$ cat src/rtl/vision_pkg.sv
// -----------------------------------------------------------------------------
// vision_pkg
// Shared constants and types for the vision pipeline blocks.
//   - Default image geometry (DEF_IMG_WIDTH / DEF_IMG_HEIGHT)
//   - Default coordinate / counter / sum widths
//   - Minimum foreground pixel count for a valid target
//   - Target-locator FSM state encoding
// -----------------------------------------------------------------------------
package vision_pkg;

  localparam int DEF_IMG_WIDTH  = 640;
  localparam int DEF_IMG_HEIGHT = 480;
  localparam int DEF_X_W        = 10;
  localparam int DEF_Y_W        = 9;
  localparam int DEF_CNT_W      = 19;
  localparam int DEF_SUM_W      = 29;   // DEF_CNT_W + DEF_X_W
  localparam int DEF_MIN_PIXELS = 64;

  typedef enum logic [1:0] {
    ACCUM  = 2'd0,
    DIVIDE = 2'd1,
    OUTPUT = 2'd2
  } loc_state_e;

endpackage

$ cat src/rtl/seq_divider.sv
// -----------------------------------------------------------------------------
// seq_divider
// Restoring sequential unsigned divider, one quotient bit per clock.
// The start cycle already performs the first iteration, so N_W iterations
// complete N_W-1 cycles after start; done pulses in the cycle after the last
// iteration and the quotient then holds until the next start.
// Ports:
//   clk, rst       clock, asynchronous active-high reset
//   start          1-cycle request; dividend/divisor are sampled this cycle
//   dividend       N_W-bit numerator
//   divisor        D_W-bit denominator (must be non-zero)
//   done           1-cycle completion pulse
//   quotient       low Q_W bits of the quotient
// -----------------------------------------------------------------------------
module seq_divider #(
  parameter int N_W = 29,
  parameter int D_W = 19,
  parameter int Q_W = 10
) (
  input  logic           clk,
  input  logic           rst,
  input  logic           start,
  input  logic [N_W-1:0] dividend,
  input  logic [D_W-1:0] divisor,
  output logic           done,
  output logic [Q_W-1:0] quotient
);

  localparam int C_W = $clog2(N_W + 1);
  localparam logic [C_W-1:0] C_LOAD = C_W'(N_W - 1);
  localparam logic [C_W-1:0] C_ONE  = C_W'(1);

  logic [D_W-1:0] r_rem;
  logic [N_W-1:0] r_quo;
  logic [D_W-1:0] r_div;
  logic [C_W-1:0] r_cnt;
  logic           r_busy;
  logic           r_done;

  logic [D_W-1:0] w_src_rem;
  logic [N_W-1:0] w_src_quo;
  logic [D_W-1:0] w_src_div;
  logic [D_W:0]   w_shift;
  logic           w_ge;
  logic [D_W-1:0] w_rem_next;
  logic [N_W-1:0] w_quo_next;

  // One restoring step; on start the step works on the fresh operands.
  always_comb begin
    w_src_rem  = start ? {D_W{1'b0}} : r_rem;
    w_src_quo  = start ? dividend : r_quo;
    w_src_div  = start ? divisor : r_div;
    w_shift    = {w_src_rem, w_src_quo[N_W-1]};
    w_ge       = (w_shift >= {1'b0, w_src_div});
    // When w_ge the true difference is below the divisor, so D_W bits suffice.
    if (w_ge) begin
      w_rem_next = w_shift[D_W-1:0] - w_src_div;
    end else begin
      w_rem_next = w_shift[D_W-1:0];
    end
    w_quo_next = {w_src_quo[N_W-2:0], w_ge};
  end

  // Iteration state, iteration counter and done pulse.
  always_ff @(posedge clk or posedge rst) begin
    if (rst) begin
      r_rem  <= {D_W{1'b0}};
      r_quo  <= {N_W{1'b0}};
      r_div  <= {D_W{1'b0}};
      r_cnt  <= {C_W{1'b0}};
      r_busy <= 1'b0;
      r_done <= 1'b0;
    end else begin
      r_done <= 1'b0;
      if (start) begin
        r_rem  <= w_rem_next;
        r_quo  <= w_quo_next;
        r_div  <= divisor;
        r_cnt  <= C_LOAD;
        r_busy <= 1'b1;
      end else if (r_busy) begin
        r_rem <= w_rem_next;
        r_quo <= w_quo_next;
        r_cnt <= r_cnt - C_ONE;
        if (r_cnt == C_ONE) begin
          r_busy <= 1'b0;
          r_done <= 1'b1;
        end
      end
    end
  end

  assign done     = r_done;
  assign quotient = r_quo[Q_W-1:0];

endmodule

$ cat src/rtl/binary_target_locator.sv
// -----------------------------------------------------------------------------
// binary_target_locator
// Accumulates foreground pixel count and x/y coordinate sums over each frame of
// a thresholded binary pixel stream, then divides to obtain the target
// centroid. One result_valid pulse per accepted frame.
// Optional bounding box: define BINARY_LOCATOR_BBOX_EN to build min/max x/y
// tracking; otherwise the bbox_* outputs are tied to 0.
// Ports:
//   clk, rst            pixel clock, asynchronous active-high reset
//   vsync_in            frame sync (high = vertical blanking)
//   href_in             line valid, one pixel per clock
//   binary_data_in      32-bit binary pixel word (all ones / all zeros)
//   result_valid        1-cycle pulse, outputs below valid from this cycle
//   target_found        pixel_count >= MIN_PIXELS
//   target_x/target_y   centroid coordinates
//   pixel_count         foreground pixels in the frame
//   frame_drop          1-cycle pulse when a frame result is discarded
//   bbox_min/max_x/y    bounding box of the foreground pixels
// -----------------------------------------------------------------------------
module binary_target_locator
  import vision_pkg::*;
#(
  parameter int IMG_WIDTH  = DEF_IMG_WIDTH,
  parameter int IMG_HEIGHT = DEF_IMG_HEIGHT,
  parameter int X_W        = DEF_X_W,
  parameter int Y_W        = DEF_Y_W,
  parameter int CNT_W      = DEF_CNT_W,
  parameter int SUM_W      = DEF_SUM_W,
  parameter int MIN_PIXELS = DEF_MIN_PIXELS
) (
  input  logic             clk,
  input  logic             rst,
  input  logic             vsync_in,
  input  logic             href_in,
  input  logic [31:0]      binary_data_in,
  output logic             result_valid,
  output logic             target_found,
  output logic [X_W-1:0]   target_x,
  output logic [Y_W-1:0]   target_y,
  output logic [CNT_W-1:0] pixel_count,
  output logic             frame_drop,
  output logic [X_W-1:0]   bbox_min_x,
  output logic [X_W-1:0]   bbox_max_x,
  output logic [Y_W-1:0]   bbox_min_y,
  output logic [Y_W-1:0]   bbox_max_y
);

  // Coordinate counters carry one extra bit so they can sit at IMG_WIDTH/HEIGHT.
  localparam logic [X_W:0]     C_XMAX    = (X_W + 1)'(IMG_WIDTH);
  localparam logic [Y_W:0]     C_YMAX    = (Y_W + 1)'(IMG_HEIGHT);
  localparam logic [X_W:0]     C_X_ONE   = (X_W + 1)'(1);
  localparam logic [Y_W:0]     C_Y_ONE   = (Y_W + 1)'(1);
  localparam logic [CNT_W-1:0] C_MIN     = CNT_W'(MIN_PIXELS);
  localparam logic [CNT_W-1:0] C_CNT_ONE = CNT_W'(1);

  loc_state_e       r_state;
  loc_state_e       w_next_state;
  logic             r_vsync;
  logic             r_href;
  logic [X_W:0]     r_x;
  logic [Y_W:0]     r_y;
  logic [CNT_W-1:0] r_cnt;
  logic [SUM_W-1:0] r_sum_x;
  logic [SUM_W-1:0] r_sum_y;
  logic [CNT_W-1:0] r_lat_cnt;
  logic             r_lat_found;

  logic             w_frame_end;
  logic             w_fg;
  logic             w_enough;
  logic             w_start;
  logic             w_drop;
  logic             w_done_x;
  logic             w_done_y;
  logic [X_W-1:0]   w_qx;
  logic [Y_W-1:0]   w_qy;

  assign w_frame_end = vsync_in & ~r_vsync;
  assign w_fg        = href_in & ~vsync_in & (|binary_data_in)
                     & (r_x < C_XMAX) & (r_y < C_YMAX);
  assign w_enough    = (r_cnt >= C_MIN);

  // FSM state register.
  always_ff @(posedge clk or posedge rst) begin
    if (rst) begin
      r_state <= ACCUM;
    end else begin
      r_state <= w_next_state;
    end
  end

  // Next state, divider start and drop detection.
  always_comb begin
    w_next_state = r_state;
    w_start      = 1'b0;
    w_drop       = 1'b0;
    case (r_state)
      ACCUM: begin
        if (w_frame_end) begin
          if (w_enough) begin
            w_start      = 1'b1;
            w_next_state = DIVIDE;
          end else begin
            w_next_state = OUTPUT;
          end
        end else begin
          w_next_state = ACCUM;
        end
      end
      DIVIDE: begin
        w_drop = w_frame_end;
        if (w_done_x && w_done_y) begin
          w_next_state = OUTPUT;
        end else begin
          w_next_state = DIVIDE;
        end
      end
      OUTPUT: begin
        w_drop       = w_frame_end;
        w_next_state = ACCUM;
      end
      default: begin
        w_drop       = w_frame_end;
        w_next_state = ACCUM;
      end
    endcase
  end

  // Sync edge detection and pixel coordinate counters.
  always_ff @(posedge clk or posedge rst) begin
    if (rst) begin
      r_vsync <= 1'b0;
      r_href  <= 1'b0;
      r_x     <= {(X_W + 1){1'b0}};
      r_y     <= {(Y_W + 1){1'b0}};
    end else begin
      r_vsync <= vsync_in;
      r_href  <= href_in;
      if (href_in) begin
        if (r_x < C_XMAX) begin
          r_x <= r_x + C_X_ONE;
        end
      end else begin
        r_x <= {(X_W + 1){1'b0}};
      end
      if (w_frame_end) begin
        r_y <= {(Y_W + 1){1'b0}};
      end else if (r_href && !href_in && (r_y < C_YMAX)) begin
        r_y <= r_y + C_Y_ONE;
      end
    end
  end

  // Per-frame accumulators; the result is latched only if the FSM can take it.
  always_ff @(posedge clk or posedge rst) begin
    if (rst) begin
      r_cnt       <= {CNT_W{1'b0}};
      r_sum_x     <= {SUM_W{1'b0}};
      r_sum_y     <= {SUM_W{1'b0}};
      r_lat_cnt   <= {CNT_W{1'b0}};
      r_lat_found <= 1'b0;
    end else if (w_frame_end) begin
      r_cnt   <= {CNT_W{1'b0}};
      r_sum_x <= {SUM_W{1'b0}};
      r_sum_y <= {SUM_W{1'b0}};
      if (r_state == ACCUM) begin
        r_lat_cnt   <= r_cnt;
        r_lat_found <= w_enough;
      end
    end else if (w_fg) begin
      r_cnt   <= r_cnt + C_CNT_ONE;
      r_sum_x <= r_sum_x + SUM_W'(r_x);
      r_sum_y <= r_sum_y + SUM_W'(r_y);
    end
  end

  // Operands are taken straight from the accumulators on the frame-end cycle.
  seq_divider #(
    .N_W (SUM_W),
    .D_W (CNT_W),
    .Q_W (X_W)
  ) u_div_x (
    .clk      (clk),
    .rst      (rst),
    .start    (w_start),
    .dividend (r_sum_x),
    .divisor  (r_cnt),
    .done     (w_done_x),
    .quotient (w_qx)
  );

  seq_divider #(
    .N_W (SUM_W),
    .D_W (CNT_W),
    .Q_W (Y_W)
  ) u_div_y (
    .clk      (clk),
    .rst      (rst),
    .start    (w_start),
    .dividend (r_sum_y),
    .divisor  (r_cnt),
    .done     (w_done_y),
    .quotient (w_qy)
  );

  // Result registers, loaded while in OUTPUT and held until the next result.
  always_ff @(posedge clk or posedge rst) begin
    if (rst) begin
      result_valid <= 1'b0;
      frame_drop   <= 1'b0;
      target_found <= 1'b0;
      target_x     <= {X_W{1'b0}};
      target_y     <= {Y_W{1'b0}};
      pixel_count  <= {CNT_W{1'b0}};
    end else begin
      result_valid <= 1'b0;
      frame_drop   <= w_drop;
      if (r_state == OUTPUT) begin
        result_valid <= 1'b1;
        target_found <= r_lat_found;
        pixel_count  <= r_lat_cnt;
        if (r_lat_found) begin
          target_x <= w_qx;
          target_y <= w_qy;
        end else begin
          target_x <= {X_W{1'b0}};
          target_y <= {Y_W{1'b0}};
        end
      end
    end
  end

`ifdef BINARY_LOCATOR_BBOX_EN
  logic [X_W-1:0] r_min_x;
  logic [X_W-1:0] r_max_x;
  logic [Y_W-1:0] r_min_y;
  logic [Y_W-1:0] r_max_y;
  logic [X_W-1:0] r_lat_min_x;
  logic [X_W-1:0] r_lat_max_x;
  logic [Y_W-1:0] r_lat_min_y;
  logic [Y_W-1:0] r_lat_max_y;
  logic [X_W-1:0] w_px;
  logic [Y_W-1:0] w_py;

  // Foreground pixels always lie inside the image, so the low bits are exact.
  assign w_px = r_x[X_W-1:0];
  assign w_py = r_y[Y_W-1:0];

  // Running min/max per frame, latched with the frame result.
  always_ff @(posedge clk or posedge rst) begin
    if (rst) begin
      r_min_x     <= {X_W{1'b1}};
      r_max_x     <= {X_W{1'b0}};
      r_min_y     <= {Y_W{1'b1}};
      r_max_y     <= {Y_W{1'b0}};
      r_lat_min_x <= {X_W{1'b0}};
      r_lat_max_x <= {X_W{1'b0}};
      r_lat_min_y <= {Y_W{1'b0}};
      r_lat_max_y <= {Y_W{1'b0}};
    end else if (w_frame_end) begin
      if (r_state == ACCUM) begin
        r_lat_min_x <= r_min_x;
        r_lat_max_x <= r_max_x;
        r_lat_min_y <= r_min_y;
        r_lat_max_y <= r_max_y;
      end
      r_min_x <= {X_W{1'b1}};
      r_max_x <= {X_W{1'b0}};
      r_min_y <= {Y_W{1'b1}};
      r_max_y <= {Y_W{1'b0}};
    end else if (w_fg) begin
      if (w_px < r_min_x) r_min_x <= w_px;
      if (w_px > r_max_x) r_max_x <= w_px;
      if (w_py < r_min_y) r_min_y <= w_py;
      if (w_py > r_max_y) r_max_y <= w_py;
    end
  end

  // Bounding-box outputs, zero when no target was found.
  always_ff @(posedge clk or posedge rst) begin
    if (rst) begin
      bbox_min_x <= {X_W{1'b0}};
      bbox_max_x <= {X_W{1'b0}};
      bbox_min_y <= {Y_W{1'b0}};
      bbox_max_y <= {Y_W{1'b0}};
    end else if (r_state == OUTPUT) begin
      if (r_lat_found) begin
        bbox_min_x <= r_lat_min_x;
        bbox_max_x <= r_lat_max_x;
        bbox_min_y <= r_lat_min_y;
        bbox_max_y <= r_lat_max_y;
      end else begin
        bbox_min_x <= {X_W{1'b0}};
        bbox_max_x <= {X_W{1'b0}};
        bbox_min_y <= {Y_W{1'b0}};
        bbox_max_y <= {Y_W{1'b0}};
      end
    end
  end
`else
  assign bbox_min_x = {X_W{1'b0}};
  assign bbox_max_x = {X_W{1'b0}};
  assign bbox_min_y = {Y_W{1'b0}};
  assign bbox_max_y = {Y_W{1'b0}};
`endif

endmodule

$ cat config.mk
export PLATFORM = sky130hd
export DESIGN_NAME = binary_target_locator
export DESIGN_NICKNAME = d
export VERILOG_FILES = /design/src/rtl/vision_pkg.sv /design/src/rtl/seq_divider.sv /design/src/rtl/binary_target_locator.sv
export SDC_FILE = /design/constraint.sdc
export NUM_CORES = 1
export LEC_CHECK = 0
export BUFFER_PORTS_ARGS = -buffer_cell sky130_fd_sc_hd__clkbuf_2
export CORE_MARGIN = 5
export CORE_UTILIZATION = 45
export DETAILED_ROUTE_END_ITERATION = 10
export SLEW_MARGIN = 10
export SYNTH_ARGS = -nofsm -noshare
export SYNTH_HDL_FRONTEND = slang
export SYNTH_SLANG_ARGS = --single-unit
$ cat constraint.sdc
create_clock -name clk -period 23.7 [get_ports clk]
set_input_delay 4.74 -clock clk [delete_from_list [all_inputs] [get_ports clk]]
set_output_delay 4.74 -clock clk [all_outputs]
set_load 0.05 [all_outputs]
# Word-level counts from Yosys, hierarchy flattened
# Index checks and enable logic that the tools add are counted.
# W data, S select, Z words.
# classes
n_addsub	9
n_reduce_logical	11
eq_ne	5
muxes	53
mul	0
n_shift	0
n_bitwise	7
magnitude_cmp	5
div	0
# op_table
operator	count
$mux W29	10
$mux W19	12
$ge A20 B19 Y1	2
$sub A19 B19 Y19	2
$reduce_or A32 Y1	1
$mux W10	3
$add A29 B10 Y29	1
$add A29 B11 Y29	1
$mux W11	2
$mux W5	4
$add A19 B1 Y19 const B	1
$ge A19 B7 Y1 const B	1
$mux W1	17
$add A11 B1 Y11 const B	1
$lt A11 B10 Y1 const B	1
$add A10 B1 Y10 const B	1
$eq A5 B1 Y1 const B	2
$lt A10 B9 Y1 const B	1
$sub A5 B1 Y5 const B	2
$mux W9	1
$reduce_bool A2 Y1	4
$mux W2	3
$and A1 B1 Y1	5
$pmux W2 S2	1
8 further kinds	11
# word_totals
ramBits	0
rom_bits	0
latchBits	0
inputBits	36
reg_bits	311
memories	0
elab_cells	118

# Depth between registers and ports, before layout
# logic_depth
depth_word	9
ltp_mapped	25

# Cells and area by module
# A second synthesis with hierarchy kept.
# hier_totals
hier_cells	1733
hier_area_um2	17197.7
# by_module_without_submodules
mod	cells_per_inst	instances	area_per_inst_um2	seq_area_each_um2
binary_target_locator	840	1	8399.3	4078.9
seq_divider (u_div_x)	447	1	4403.0	1851.8
seq_divider (u_div_y)	446	1	4395.5	1851.8

# Least setup slack after synthesis
# OpenSTA, ideal clock, no wires.
# synth_timing
kind	input-to-reg
start	in vsync_in
end	reg u_div_y.r_rem[17]
setup_time_ns	0.091
slack_ns	14.732
required_time_ns	23.609
t_arrival_ns	8.877
path_stages	19
path_cell_list	or4b_1 buf_4 nor2_4 buf_2 clkbuf_1 clkbuf_1 nand2_1 and2_1 ha_1 a21oi_1 a21bo_2 and4_1 a311oi_2 o21ai_2 o41ai_4 o221ai_1 nand2_1 mux2_2 o221ai_1
# synth_via
elab_chain_cells	8
word_cells_on_any_way	12
cone_classes	add/sub (1); order compare (1); mux (8); bitwise (1); reduce/logical (1)
# synth_rtl
item	line	text
start, declared	binary_target_locator.sv:33	input logic vsync_in,
$and A1 B1 Y1 *	binary_target_locator.sv:78	assign w_frame_end = vsync_in & ~r_vsync;
$mux W1 *	binary_target_locator.sv:99	if (w_frame_end) begin
$mux W1 *	binary_target_locator.sv:97	case (r_state)
$mux W29 (tied with other cells)	seq_divider.sv:51	w_src_quo = start ? dividend : r_quo;
$sub A19 B19 Y19 or $ge A20 B19 Y1 (tied branches)	seq_divider.sv:57, seq_divider.sv:54	
$mux W19	seq_divider.sv:56	if (w_ge) begin
$mux W19	seq_divider.sv:81	end else if (r_busy) begin
$mux W19	seq_divider.sv:75	if (start) begin
end signal, assigned	seq_divider.sv:67	r_rem <= {D_W{1'b0}};
end signal, assigned	seq_divider.sv:76	r_rem <= w_rem_next;
end signal, assigned	seq_divider.sv:82	r_rem <= w_rem_next;
end, declared	seq_divider.sv:33	logic [D_W-1:0] r_rem;
# Every way passes the cells marked *; elsewhere a longest branch is shown, timed or not. The select of a mux whose other input is x is not followed.
# A chain may end at the register's enable or synchronous reset.

# Worst setup path in the final report
# layout_timing
start	in vsync_in
end	reg u_div_x.r_rem[16]
# layout_via
elab_chain_cells	8
word_cells_on_any_way	12
cone_classes	add/sub (1); order compare (1); mux (8); bitwise (1); reduce/logical (1)
# layout_rtl
item	line
$and A1 B1 Y1 *	binary_target_locator.sv:78
$mux W1 *	binary_target_locator.sv:99
$mux W1 *	binary_target_locator.sv:97
$mux W29 (tied with other cells)	seq_divider.sv:51
$sub A19 B19 Y19 or $ge A20 B19 Y1 (tied branches)	seq_divider.sv:57, seq_divider.sv:54
$mux W19	seq_divider.sv:56
$mux W19	seq_divider.sv:81
$mux W19	seq_divider.sv:75
end signal, assigned	seq_divider.sv:67
end signal, assigned	seq_divider.sv:76
end signal, assigned	seq_divider.sv:82
end, declared	seq_divider.sv:33
# Marked as above.

==> results.py <==
metrics = {
    "grt": {
        "grt_pass1_vias": 12700,
        "grt_max_degree": 102,
        "grt_usage_pct": 18.6,
        "antenna_found_initial": 0,
        "grt_pass1_wl_um": 65100,
        "overflow": 0,
    },
    "logic_synthesis": {
        "yosysMostFrequentCell": "dfrtp_1",
        "synth_cell_types": 88,
        "yosys-top-cells-area": "dfrtp_1 46%, nand2_1 5.6%, ha_1 4.6%",
        "synth_top_cell_by_area": "dfrtp_1",
        "synth.yosys.seq_area_share_pct": 45.8,
        "yosysTopAreaCellShare_pct": 45.8,
        "ys_ff_latch": 311,
        "syn_area_per_cell_um2": 9.46,
        "synth-async-reset-ratio_pct": 100,
        "ys_warn_count": 0,
        "synth-edff-count": 0,
        "syn_area_um2": 17000,
        "synth_cells": 1797,
        "yosys-top-cells-count": "311 x dfrtp_1, 252 x nand2_1, 134 x o21ai_0, 112 x nor2_1, 78 x a21oi_1",
        "ys.flop_type": "dfrtp_1",
    },
    "detailed_routing": {
        "wl_met3_um": 1180,
        "drt_iter0_drc": 773,
        "wl_met2_um": 18300,
        "antenna_left": 0,
        "highest_layer": "met4",
        "drc": 0,
        "first_pass_iters": 5,
        "routed-via-count": 12700,
        "wl_met1_um": 18000,
        "drt-total-wl_um": 38500,
        "wl_per_cell_um": 16.3,
        "vias_per_cell": 5.38,
    },
    "placed_design": {
        "port_buffers": 76,
        "post-place-cells": 2306,
        "gp_congestion": 0.878,
        "place_hpwl_um": 26400,
    },
    "flow_run": {
        "cap_violations": 0,
    },
    "worst_setup_path": {
        "worstPathMaxFanout": 83,
        "arrival_ns": 10.21,
        "crit_required_ns": 24.11,
        "cp_cell_sequence": "clkbuf_2 -> or4b_1 -> buf_4 -> nor2_4 -> buf_4 -> buf_4 -> mux2i_1 -> ha_1 -> fa_1 -> nor2b_1 -> o21ai_0 -> a22oi_1 -> o221ai_1 -> o211ai_1 -> a41oi_2 -> buf_4 -> and2_1 -> nand2_1 -> o21ai_1 -> a221o_1",
        "start_kind": "input port",
        "cp-end-kind": "register",
        "max_stage_delay_ns": 0.72,
        "cpMostUsedCell": "buf_4",
        "worstSetupPathType": "in -> reg",
        "crit_slowest_cell": "buf_4",
    },
    "final_layout": {
        "nets": 1936,
        "stdcell_count": 2367,
        "syn2layout_area_growth_pct": 10.9,
        "drive_above_1_share_pct": 11.0,
        "fillCellCount": 3579,
        "diodes": 0,
    },
    "die": {
        "coreArea_um2": 37500,
        "start_util_pct": 45.4,
        "die_w_um": 204,
        "die_h_um": 204,
        "die-area_um2": 41800,
        "pin_count": 115,
        "row_count": 71,
    },
    "clocking": {
        "postCtsHoldBufs": 0,
        "cts.repair.resized": 0,
        "clkLatencyLatePin_ns": 0.53,
        "cts_tree": "done",
        "cts_root_buffer": "clkbuf_16",
        "clk_pin_slew_ns": 0.06,
        "cts.sinks": 311,
        "htree_levels": 2,
        "cts_setup_buffers": 0,
        "cts_buffer_depth": 3,
        "cts_buffers": 36,
    },
    "timing": {
        "slew_headroom_pct": 27.7,
        "timing.fmax_mhz": 102,
        "finalMaxSlewViolations": 0,
        "clock_skew_ns": 0.0117,
        "period_share_pct": 41.3,
        "fin_setup_tns_ns": 0,
        "hold_viol": 0,
        "setup_viol": 0,
        "tightest_slew_ns": 1.08,
        "timing.final.crit_period_ns": 9.80,
        "rsz0062_at_grt": "false",
    },
    "min_path": {
        "min-delay-path-class": "reg -> reg",
    },
    "run_status": {
        "status": "completed",
    },
    "power": {
        "power.density_nw_per_um2": 107,
        "ir_drop_mv": 0.0510,
        "power_mw": 2.02,
        "power_leakage_nw": 8.73,
    },
}
-- state kept, by name (all words and copies together) (netlist names), 2 cells and up --
signal         count
u_div_x.r_cnt      5
u_div_x.r_quo     29
u_div_y.r_rem     19
u_div_x.r_rem     19
r_sum_x           29
r_sum_y           29
r_cnt             19
u_div_y.r_cnt      5
u_div_y.r_quo     29
u_div_y.r_div     19
r_lat_cnt         19
r_y               10
target_x          10
target_y           9
r_state            2
u_div_x.r_div     19
pixel_count       19
r_x               11
-- worst max-delay path, delay by kind of cell --
family | cells | cell delay [ns]
fa+ha+maj | 2 | 0.63
simple gates | 5 | 1.08
compound gates | 7 | 1.40
mux | 1 | 0.22
buf+inv | 5 | 2.10
-- placed cells by master, fill, tap and decap left out, types with 15 or more instances in the layout --
cell / n
dfrtp_1: 309
clkbuf_16: 36
a21oi_1: 78
o21ai_0: 133
inv_1: 70
a21boi_0: 26
xor2_1: 38
nor2_1: 112
nand3_1: 64
buf_4: 16
ha_1: 63
nor3_1: 31
conb_1: 38
a21o_1: 23
mux2i_1: 65
and3_1: 15
clkbuf_2: 76
mux2_2: 23
nand2_1: 251
xnor2_1: 76
and2_1: 48
-- final timing paths --
| path | startpoint | endpoint | slack (ns) | cells after the start |
|---|---|---|---|---|
| min in group asynchronous | rst | pixel_count[12]$_DFFE_PP0P_ | 4.34 | 2 |
| setup / recovery | vsync_in | u_div_x.r_rem[16]$_DFFE_PP0P_ | 13.90 | 20 |
| hold / removal | r_lat_cnt[18]$_DFFE_PP0P_ | r_lat_cnt[18]$_DFFE_PP0P_ | 0.47 | 2 |
| max in group asynchronous | rst | u_div_x.r_div[2]$_DFF_PP0_ | 17.78 | 3 |
| setup reg to reg | r_cnt[6]$_DFFE_PP0P_ | u_div_y.r_rem[17]$_DFFE_PP0P_ | 17.67 | 18 |
| hold reg to reg | r_lat_cnt[18]$_DFFE_PP0P_ | r_lat_cnt[18]$_DFFE_PP0P_ | 0.47 | 2 |
-- final cells by class --
type,count,area (um2),area share (%)
Sequential cell,311,7780,41.3
Tap cell,511,639,3.39
Multi-Input combinational cell,1321,8450,44.8
Inverter,71,274,1.45
Clock buffer,50,1020,5.43
Timing Repair Buffer,92,500,2.65
Clock inverter,11,179,0.949
-- power breakdown --
group,leakage (nW),switching (mW),internal [mW]
clock,0.582,0.218,0.346
combinational,4.15,0.420,0.314
sequential,4.00,0.0914,0.630
-- kinds of logic after synthesis --
kind of cell / Yosys count / share of synthesized area [%]
other cells: 1 / 0.0221
fa+ha+maj: 70 / 5.28
simple gates: 610 / 17.0
compound gates: 400 / 15.1
xor+xnor: 114 / 5.87
buf+inv: 202 / 5.59
mux: 89 / 5.44
flops: 311 / 45.8
-- per-layer routing --
layer	GRT usage, %	vias up
li1	-	6223
met2	30.6	208
met3	2.52	63
met1	25.9	6231
met4	5.48	0
met5	0	-
-- stage by stage --
| step | util [%] | hold slack, ns | cell area, um2 | setup slack [ns] |
|---|---|---|---|---|
| 6_report | 50.3 | 0.468 | 18900 | 13.90 |
| 5_1_grt | 50.3 | 0.499 | 18900 | 13.47 |
| 4_1_cts | 50.3 | 0.474 | 18900 | 13.90 |
| 3_5_place_dp | 47.1 | 0.460 | 17700 | 13.37 |
| 3_3_place_gp | 47.1 | 0.457 | 17700 | 13.45 |
| 2_1_floorplan | - | 0.442 | 17100 | 10.36 |
Power figures use the tool's default switching activity.
